$ cat src/rtl/mem_access_unit.sv
`default_nettype none
// ============================================================================
// Module   : mem_access_unit
// Purpose  : Load/store unit with region decode, byte lanes, sync-read memory
//            sequencing, MMIO wait states and sign/zero-extended load return.
//            Optional macro MISALIGN_SPLIT_EN enables two-beat word-crossing
//            accesses; when undefined such accesses fault.
// Revision : 1.0 - initial release
// ============================================================================
module mem_access_unit #(
    parameter int BIOS_AW = 12,
    parameter int DMEM_AW = 14,
    parameter int IMEM_AW = 14
) (
    input  logic               clk,
    input  logic               rst_n,
    input  logic               req_valid,
    output logic               req_ready,
    input  logic [31:0]        req_addr,
    input  logic [31:0]        req_wdata,
    input  logic               req_we,
    input  logic [2:0]         req_funct3,
    input  logic               pc30,
    output logic               resp_valid,
    output logic [31:0]        resp_rdata,
    output logic               resp_err,
    output logic [BIOS_AW-1:0] bios_addrb,
    input  logic [31:0]        bios_doutb,
    output logic [DMEM_AW-1:0] dmem_addra,
    output logic [31:0]        dmem_dina,
    output logic [3:0]         dmem_wea,
    input  logic [31:0]        dmem_douta,
    output logic [IMEM_AW-1:0] imem_addra,
    output logic [31:0]        imem_dina,
    output logic [3:0]         imem_wea,
    output logic               mmio_valid,
    input  logic               mmio_ready,
    output logic [31:0]        mmio_addr,
    output logic               mmio_we,
    output logic [31:0]        mmio_wdata,
    output logic [3:0]         mmio_wstrb,
    input  logic [31:0]        mmio_rdata
);

    localparam logic [2:0] S_IDLE  = 3'd0;
    localparam logic [2:0] S_BEAT0 = 3'd1;
    localparam logic [2:0] S_WAIT0 = 3'd2;
    localparam logic [2:0] S_BEAT1 = 3'd3;
    localparam logic [2:0] S_WAIT1 = 3'd4;
    localparam logic [2:0] S_MMIO  = 3'd5;
    localparam logic [2:0] S_ERR   = 3'd6;
    localparam logic [2:0] S_RESP  = 3'd7;

    function automatic logic [3:0] size_mask(input logic [1:0] sz);
        case (sz)
            2'b00:   return 4'b0001;
            2'b01:   return 4'b0011;
            default: return 4'b1111;
        endcase
    endfunction

    logic [2:0]  r_state;
    logic [2:0]  w_next;
    logic [31:0] r_addr;
    logic [31:0] r_wdata;
    logic [2:0]  r_f3;
    logic        r_we;
    logic        r_bios;
    logic        r_dmem;
    logic        r_imem;
    logic        r_split;
    logic        r_err;
    logic [31:0] r_rd0;
    logic [31:0] r_resp_rdata;

    // ------------------------------------------------------------------
    // Request decode (combinational on the incoming request)
    // ------------------------------------------------------------------
    logic       w_f3_ok;
    logic       w_misal;
    logic [7:0] w_strb8;
    logic       w_cross;
    logic       w_is_bios;
    logic       w_is_mmio;
    logic       w_dmem_hit;
    logic       w_imem_hit;
    logic       w_no_target;
    logic       w_split;
    logic       w_cross_err;
    logic       w_fault;

    always_comb begin
        w_f3_ok = 1'b0;
        case (req_funct3)
            3'b000, 3'b001, 3'b010: w_f3_ok = 1'b1;
            3'b100, 3'b101:         w_f3_ok = !req_we;
            default:                w_f3_ok = 1'b0;
        endcase
    end

    always_comb begin
        w_misal = 1'b0;
        case (req_funct3[1:0])
            2'b01:   w_misal = req_addr[0];
            2'b10:   w_misal = |req_addr[1:0];
            default: w_misal = 1'b0;
        endcase
    end

    assign w_strb8     = {4'b0000, size_mask(req_funct3[1:0])} << req_addr[1:0];
    assign w_cross     = |w_strb8[7:4];
    assign w_is_bios   = (req_addr[31:28] == 4'b0100);
    assign w_is_mmio   = (req_addr[31:28] == 4'b1000);
    assign w_dmem_hit  = !w_is_bios && !w_is_mmio && req_addr[28];
    assign w_imem_hit  = !w_is_bios && !w_is_mmio && req_we && req_addr[29] && pc30;
    assign w_no_target = !w_is_bios && !w_is_mmio &&
                         (req_we ? !(w_dmem_hit || w_imem_hit) : !w_dmem_hit);

`ifdef MISALIGN_SPLIT_EN
    assign w_split     = w_cross && !w_is_mmio;
    assign w_cross_err = 1'b0;
`else
    assign w_split     = 1'b0;
    assign w_cross_err = w_cross;
`endif

    assign w_fault = !w_f3_ok || w_no_target || (w_is_bios && req_we) ||
                     (w_is_mmio && w_misal) || w_cross_err;

    // ------------------------------------------------------------------
    // FSM: state register
    // ------------------------------------------------------------------
    always_ff @(posedge clk or negedge rst_n) begin
        if (!rst_n) begin
            r_state <= S_IDLE;
        end else begin
            r_state <= w_next;
        end
    end

    // ------------------------------------------------------------------
    // FSM: next state
    // ------------------------------------------------------------------
    always_comb begin
        w_next = r_state;
        case (r_state)
            S_IDLE: begin
                if (req_valid) begin
                    if (w_fault)        w_next = S_ERR;
                    else if (w_is_mmio) w_next = S_MMIO;
                    else                w_next = S_BEAT0;
                end
            end
            S_BEAT0: w_next = S_WAIT0;
            S_WAIT0: w_next = r_split ? S_BEAT1 : S_RESP;
            S_BEAT1: w_next = S_WAIT1;
            S_WAIT1: w_next = S_RESP;
            S_MMIO:  w_next = mmio_ready ? S_RESP : S_MMIO;
            S_ERR:   w_next = S_RESP;
            S_RESP:  w_next = S_IDLE;
            default: w_next = S_IDLE;
        endcase
    end

    // ------------------------------------------------------------------
    // Request latch and load-data datapath
    // ------------------------------------------------------------------
    logic [7:0]  w_r_strb8;
    logic [63:0] w_wd64;
    logic [31:0] w_rd_word;
    logic [31:0] w_lo;
    logic [31:0] w_hi;
    logic [31:0] w_sh32;
    logic [31:0] w_ext;
    logic        w_cap;
    logic        w_hi_sel;

    assign w_r_strb8 = {4'b0000, size_mask(r_f3[1:0])} << r_addr[1:0];
    assign w_wd64    = {32'h0, r_wdata} << {r_addr[1:0], 3'b000};
    assign w_rd_word = r_bios ? bios_doutb : dmem_douta;
    assign w_hi_sel  = (r_state == S_BEAT1) || (r_state == S_WAIT1);

    always_comb begin
        w_lo = w_rd_word;
        w_hi = w_rd_word;
        case (r_state)
            S_WAIT1: begin
                w_lo = r_rd0;
                w_hi = w_rd_word;
            end
            S_MMIO: begin
                w_lo = mmio_rdata;
                w_hi = 32'h0;
            end
            default: begin
                w_lo = w_rd_word;
                w_hi = w_rd_word;
            end
        endcase
    end

    assign w_sh32 = 32'({w_hi, w_lo} >> {r_addr[1:0], 3'b000});

    always_comb begin
        case (r_f3)
            3'b000:  w_ext = {{24{w_sh32[7]}}, w_sh32[7:0]};
            3'b001:  w_ext = {{16{w_sh32[15]}}, w_sh32[15:0]};
            3'b100:  w_ext = {24'h0, w_sh32[7:0]};
            3'b101:  w_ext = {16'h0, w_sh32[15:0]};
            default: w_ext = w_sh32;
        endcase
    end

    // Load data is captured on the edge that completes the last data beat
    assign w_cap = !r_we && (((r_state == S_WAIT0) && !r_split) ||
                             (r_state == S_WAIT1) ||
                             ((r_state == S_MMIO) && mmio_ready));

    always_ff @(posedge clk or negedge rst_n) begin
        if (!rst_n) begin
            r_addr       <= 32'h0;
            r_wdata      <= 32'h0;
            r_f3         <= 3'b000;
            r_we         <= 1'b0;
            r_bios       <= 1'b0;
            r_dmem       <= 1'b0;
            r_imem       <= 1'b0;
            r_split      <= 1'b0;
            r_err        <= 1'b0;
            r_rd0        <= 32'h0;
            r_resp_rdata <= 32'h0;
        end else begin
            if ((r_state == S_IDLE) && req_valid) begin
                r_addr  <= req_addr;
                r_wdata <= req_wdata;
                r_f3    <= req_funct3;
                r_we    <= req_we;
                r_bios  <= w_is_bios;
                r_dmem  <= w_dmem_hit;
                r_imem  <= w_imem_hit;
                r_split <= w_split;
                r_err   <= w_fault;
            end
            if (r_state == S_WAIT0) begin
                r_rd0 <= w_rd_word;
            end
            if (w_cap) begin
                r_resp_rdata <= w_ext;
            end else if (r_state == S_RESP) begin
                r_resp_rdata <= 32'h0;
            end
        end
    end

    // ------------------------------------------------------------------
    // FSM: outputs, decoded from registered state only
    // ------------------------------------------------------------------
    logic       w_beat;
    logic [3:0] w_beat_strb;

    always_comb begin
        w_beat      = (r_state == S_BEAT0) || (r_state == S_BEAT1);
        w_beat_strb = (r_state == S_BEAT1) ? w_r_strb8[7:4] : w_r_strb8[3:0];

        req_ready   = (r_state == S_IDLE);
        resp_valid  = (r_state == S_RESP);
        resp_err    = (r_state == S_RESP) && r_err;
        resp_rdata  = r_resp_rdata;

        bios_addrb  = r_addr[BIOS_AW+1:2] + {{(BIOS_AW-1){1'b0}}, w_hi_sel};
        dmem_addra  = r_addr[DMEM_AW+1:2] + {{(DMEM_AW-1){1'b0}}, w_hi_sel};
        imem_addra  = r_addr[IMEM_AW+1:2] + {{(IMEM_AW-1){1'b0}}, w_hi_sel};
        dmem_dina   = (r_state == S_BEAT1) ? w_wd64[63:32] : w_wd64[31:0];
        imem_dina   = dmem_dina;
        dmem_wea    = (w_beat && r_we && r_dmem) ? w_beat_strb : 4'b0000;
        imem_wea    = (w_beat && r_we && r_imem) ? w_beat_strb : 4'b0000;

        mmio_valid  = (r_state == S_MMIO);
        mmio_addr   = mmio_valid ? r_addr : 32'h0;
        mmio_we     = mmio_valid && r_we;
        mmio_wdata  = mmio_we ? w_wd64[31:0] : 32'h0;
        mmio_wstrb  = mmio_we ? w_r_strb8[3:0] : 4'b0000;
    end

endmodule
`default_nettype wire

$ cat config.mk
export PLATFORM = sky130hd
export DESIGN_NAME = mem_access_unit
export DESIGN_NICKNAME = d
export VERILOG_FILES = /design/src/rtl/mem_access_unit.sv
export SDC_FILE = /design/constraint.sdc
export NUM_CORES = 1
export LEC_CHECK = 0
export CAP_MARGIN = 25
export CORE_AREA = 2 2 149 151
export CTS_CLUSTER_SIZE = 8
export DETAILED_ROUTE_END_ITERATION = 10
export DIE_AREA = 0 0 151 153
export DONT_BUFFER_PORTS = 1
export PLACE_DENSITY = 0.7
export SKIP_CTS_REPAIR_TIMING = 1
export SLEW_MARGIN = 15
export SYNTH_ARGS = -nofsm -noshare
export SYNTH_HDL_FRONTEND = slang
export SYNTH_SLANG_ARGS = --single-unit
export TNS_END_PERCENT = 20
$ cat constraint.sdc
create_clock -name clk -period 2.5 [get_ports clk]
set_input_delay 0 -clock clk [delete_from_list [all_inputs] [get_ports clk]]
set_output_delay 0 -clock clk [all_outputs]
set_load 0.03 [all_outputs]
# --- Word-level counts from Yosys, hierarchy flattened ---
# Index checks and enable logic that the tools add are counted.
totals:
  ff_bits: 139
  latchBits: 0
  ramBits: 0
  rom_bits: 0
  in_bits: 169
  out_inout_bits: 217
  wordCells: 103
  n_memories: 0
op_classes:
  add_sub_neg: 2
  n_mul: 0
  div_mod_pow: 0
  magnitude_cmp: 0
  eq_ne: 20
  shift: 4
  muxes: 23
  n_bitwise: 0
  n_reduce_logical: 43
op_table:
  columns: ["op", "n"]
  rows:
  - ["32-bit 2-to-1 mux", 7]
  - ["32-bit one-hot mux with 4 select lines", 1]
  - ["32-bit one-hot mux with 2 select lines", 1]
  - ["32-bit by 5-bit left shift with 64-bit output", 1]
  - ["64-bit by 5-bit right shift with 32-bit output", 1]
  - ["3-bit == test, second input constant", 8]
  - ["3-bit one-hot mux with 6 select lines", 1]
  - ["1-bit logical AND", 16]
  - ["4-bit 2-to-1 mux", 4]
  - ["4-bit one-hot mux with 2 select lines", 2]
  - ["4-bit by 2-bit left shift with 8-bit output", 2]
  - ["14-bit by 1-bit adder with 14-bit output", 1]
  - ["12-bit by 1-bit adder with 12-bit output", 1]
  - ["3-bit by 1-bit == test with 1-bit output, second input constant", 3]
  - ["3-bit by 2-bit == test with 1-bit output, second input constant", 3]
  - ["3-bit zero test", 3]
  - ["1-bit logical OR", 9]
  - ["3-bit 2-to-1 mux", 3]
  - ["1-bit zero test", 7]
  - ["3-bit OR reduction", 2]
  - ["2-bit by 1-bit == test with 1-bit output, second input constant", 2]
  - ["4-bit by 3-bit == test with 1-bit output, second input constant", 1]
  - ["4-bit == test, second input constant", 1]
  - ["2-bit zero test", 2]
  - ["8 further kinds", 10]

# --- Depth between registers and ports, before layout ---
logic_depth:
  word_depth: 17
  mapped_depth: 14
  depth_no_buf: 8

# --- Worst setup path after synthesis ---
# No wires, ideal clock.
synth_path:
  kind: "register to output"
  startpoint: "reg r_state[0]"
  endpoint: "out dmem_addra[10]"
  arrival_ns: 3.168
  t_required_ns: 2.500
  setup_slack_ns: -0.668
  path_stages_with_launch: 14
  n_path_buf: 6
  path_cell_list: "dfrtp_1 > buf_4 > buf_6 > buf_2 > and3b_1 > buf_2 > buf_1 > a21o_1 > ha_1 > ha_1 > and3_1 > nand3_1 > xnor2_1 > buf_4"
synth_via:
  elab_chain_cells: 3
  elab_cells_between_ends: 4
  classes_between: "add/sub: 1; eq/ne: 2; reduce/logical: 1"
synth_rtl:
  columns: ["item", "line_no", "source"]
  rows:
  - ["start, declared", "62", "logic [2:0] r_state;"]
  - ["start signal, assigned", "137", "r_state <= w_next;"]
  - ["3-bit by 2-bit == test with 1-bit output / 3-bit == test (equally long branches)", "181", "assign w_hi_sel = (r_state == S_BEAT1) || (r_state == S_WAIT1);"]
  - ["1-bit logical OR *", "181", null]
  - ["14-bit by 1-bit adder with 14-bit output *", "271", "dmem_addra = r_addr[DMEM_AW+1:2] + {{(DMEM_AW-1){1'b0}}, w_hi_sel};"]
  - ["end, declared", "29", "output logic [DMEM_AW-1:0] dmem_addra,"]
# Every way passes the cells marked *; elsewhere a longest branch is shown, timed or not.

# --- Final worst setup path ---
layout_path:
  startpoint: "reg r_state[2]"
  endpoint: "out dmem_dina[0]"
layout_via:
  elab_chain_cells: 2
layout_rtl:
  columns: ["item", "line_no", "source"]
  rows:
  - ["3-bit by 2-bit == test with 1-bit output", "273", "dmem_dina = (r_state == S_BEAT1) ? w_wd64[63:32] : w_wd64[31:0];"]
  - ["32-bit 2-to-1 mux", "273", null]
  - ["end, declared", "30", "output logic [31:0] dmem_dina,"]
# Every way passes these cells.

==> results.cfg <==
[placement]
io_buffers = 0
place_hpwl_um = 23800
placed_area_sq_mm = 0.0107
gp_congestion = 0.972
dp_slack_ps = 216

[die]
coreArea_sq_mm = 0.0215
dieArea_sq_mm = 0.0231
die_w_um = 151
num_rows = 54
io_pins = 386
die_h_um = 153
initial_utilization = 0.451

[power_and_ir_drop]
power_frac_comb = 0.639
cell_internal_pwr_mw = 9.06
seq_power_share = 0.232
clockPowerShare = 0.128
ir_drop_uv = 754
p_sw_mw = 10.2
total_power_mw = 19.2
swShare = 0.529
p_leak_nw = 5.66
power_density_mw_per_mm2 = 1530

[clock_network]
clock_sinks = 139
cts.htree.levels = 4
insertion_delay_ps = 430
cts_tree = done
cts_buffers = 17
cts_buffer_depth = 2
cts-root-buf = clkbuf_16
clk_pin_slew_ps = 70

[logic_synthesis]
ys_warn_count = 0
synth_edf_count = 0
async_reset_ff_frac = 1.00
synth_seq_area_share = 0.359
synth_ff_type = dfrtp_1
avgSynthCellArea_sq_um = 8.56
ys_types = 58
syn_inst = 1133
netlist_area_sq_mm = 0.00970
syn-num-nets = 1307
ys_seq_elements = 139

[timing]
slew_violations = 0
finalHoldViolCount = 146
setup_violations = 0
finalClockSkew_ps = 9.16
worst_slew_pin_slew_ps = 985
finalCriticalPeriod_ps = 2420
worst_slack_ps = 78.6
fin_tns_setup_ps = 0
fin_crit_sh = 0.969
fmax_mhz = 413
hold_slack_ps = -722
slew_headroom = 0.338

[run_status]
violations = negative hold slack
status = finished with violations

[finish]
final_area_sq_mm = 0.0126
diodes = 0
final_nets = 1447
areaGrowthSynthToFinish_pct = 29.6
layout_commonest_cell = nand2_1
drive_gt1_frac = 0.221
final_cell_mix = 257 x nand2_1, 133 x dfrtp_1, 125 x buf_4, 116 x dlygate4sd3_1, 95 x nor2_1

[critical_path]
setup.worst_path.end_class = output port
worstPathArrival_ps = 2420
cp-start-kind = register
critPathMaxFanout = 17
path_class = register to output port
worst_ep_required_time_ps = 2500

[detailed_routing]
routed_wl_um = 34700
drc = 0
via_count = 9391
drt-pass1-iter-count = 6
ant_nets = 0
wl_per_cell_um = 22.2
viasPerCell = 6.00
dr.first_iter.drc_count = 1065

[hold_path]
hp-class = input pin to async pin

[global_route]
antenna_found_initial = 0
grt_usage = 0.274
global_route.overflow_total = 0
grt_pass1_wl_um = 48400
grt_max_degree = 140
grt_pass1_vias = 8270

[flow_run]
max_cap_violations = 0
==> cell type report <==
cell class | count | area [sq um]
Clock buffer | 22 | 484
Clock inverter | 9 | 88.8
Fill cell | 1804 | 8920
Inverter | 12 | 45.0
Multi-Input combinational cell | 840 | 5630
Sequential cell | 139 | 3490
Tap cell | 280 | 350
Timing Repair Buffer | 263 | 2480
==> power groups by stage <==
stage               logic, mW  registers, mW  clock network (mW)
finish                   12.3           4.47                2.47
global route             13.1           4.58                2.58
CTS                      11.7           4.46                2.50
global placement         11.5           4.44                   0
floorplan                9.69           4.08                   0
detailed placement       11.7           4.49                   0
==> worst max-delay path, cell delays in order (launching register included) <==
cell and delay [ps]:
dfrtp_2 440, buf_4 190, or3_1 630, a31oi_1 360, a21oi_1 120, buf_4 240
==> logic make-up after synthesis <==
| logic type | after synthesis | share of synthesized area |
|---|---|---|
| and+or+nand+nor | 485 | 0.218 |
| AOI/OAI and AO/OA | 199 | 0.131 |
| buffers and inverters | 154 | 0.0916 |
| DFF | 139 | 0.359 |
| muxes | 137 | 0.181 |
| xor gates and xnor gates | 14 | 0.0126 |
| adders and majority gates | 5 | 0.00645 |
==> flip-flops by register name, summed over array words and instances, names as in the netlist <==
signal,cells
r_imem,1
r_wdata,32
r_f3,3
r_bios,1
r_we,1
resp_rdata,32
r_dmem,1
r_rd0,32
r_state,3
r_addr,32
r_err,1
==> path summary, 6_finish.rpt <==
kind | start | to | slack (ps) | depth (start not counted)
min | rst_n | r_rd0[20] | -720 | 0
max | r_state[2] | dmem_dina[0] | 80 | 5
max reg2reg | r_state[0] | resp_rdata[16] | 180 | 8
min reg2reg | r_addr[28] | r_addr[28] | 480 | 2
max in group asynchronous | rst_n | r_addr[30] | 2990 | 0
min in group clk | bios_doutb[24] | r_rd0[24] | -70 | 2
==> routing by layer <==
metal  global-route usage  up-vias  part of all wire
li1                     -     4144                 -
met1                0.373     4480              0.40
met2                0.394      640              0.45
met3                0.114      127              0.12
met4               0.0975        0             0.037
met5                    0        -                 0
==> cell usage after synthesis, drive strengths merged, types with 9 or more instances <==
library cell,number,area share
clkbuf,36,0.014
nand3,31,0.016
a31oi,10,0.0071
mux2i,86,0.089
a22oi,11,0.0095
mux2,23,0.027
o31ai,11,0.0085
inv,11,0.0043
a21oi,83,0.043
nor2,97,0.038
buf,106,0.073
a221oi,10,0.011
nand2,260,0.10
dfrtp,139,0.36
nand2b,9,0.0058
o21ai,39,0.020
and2,42,0.027
mux4,28,0.065
and3,13,0.0084
==> through the flow <==
stage / utilization / cells
after floorplan: - / 1133
after global placement: 0.498 / 1409
after detailed placement: 0.498 / 1409
after CTS: 0.525 / 1440
after global routing: 0.585 / 1565
final: 0.585 / 1565
(Power assumes the default switching activity.)
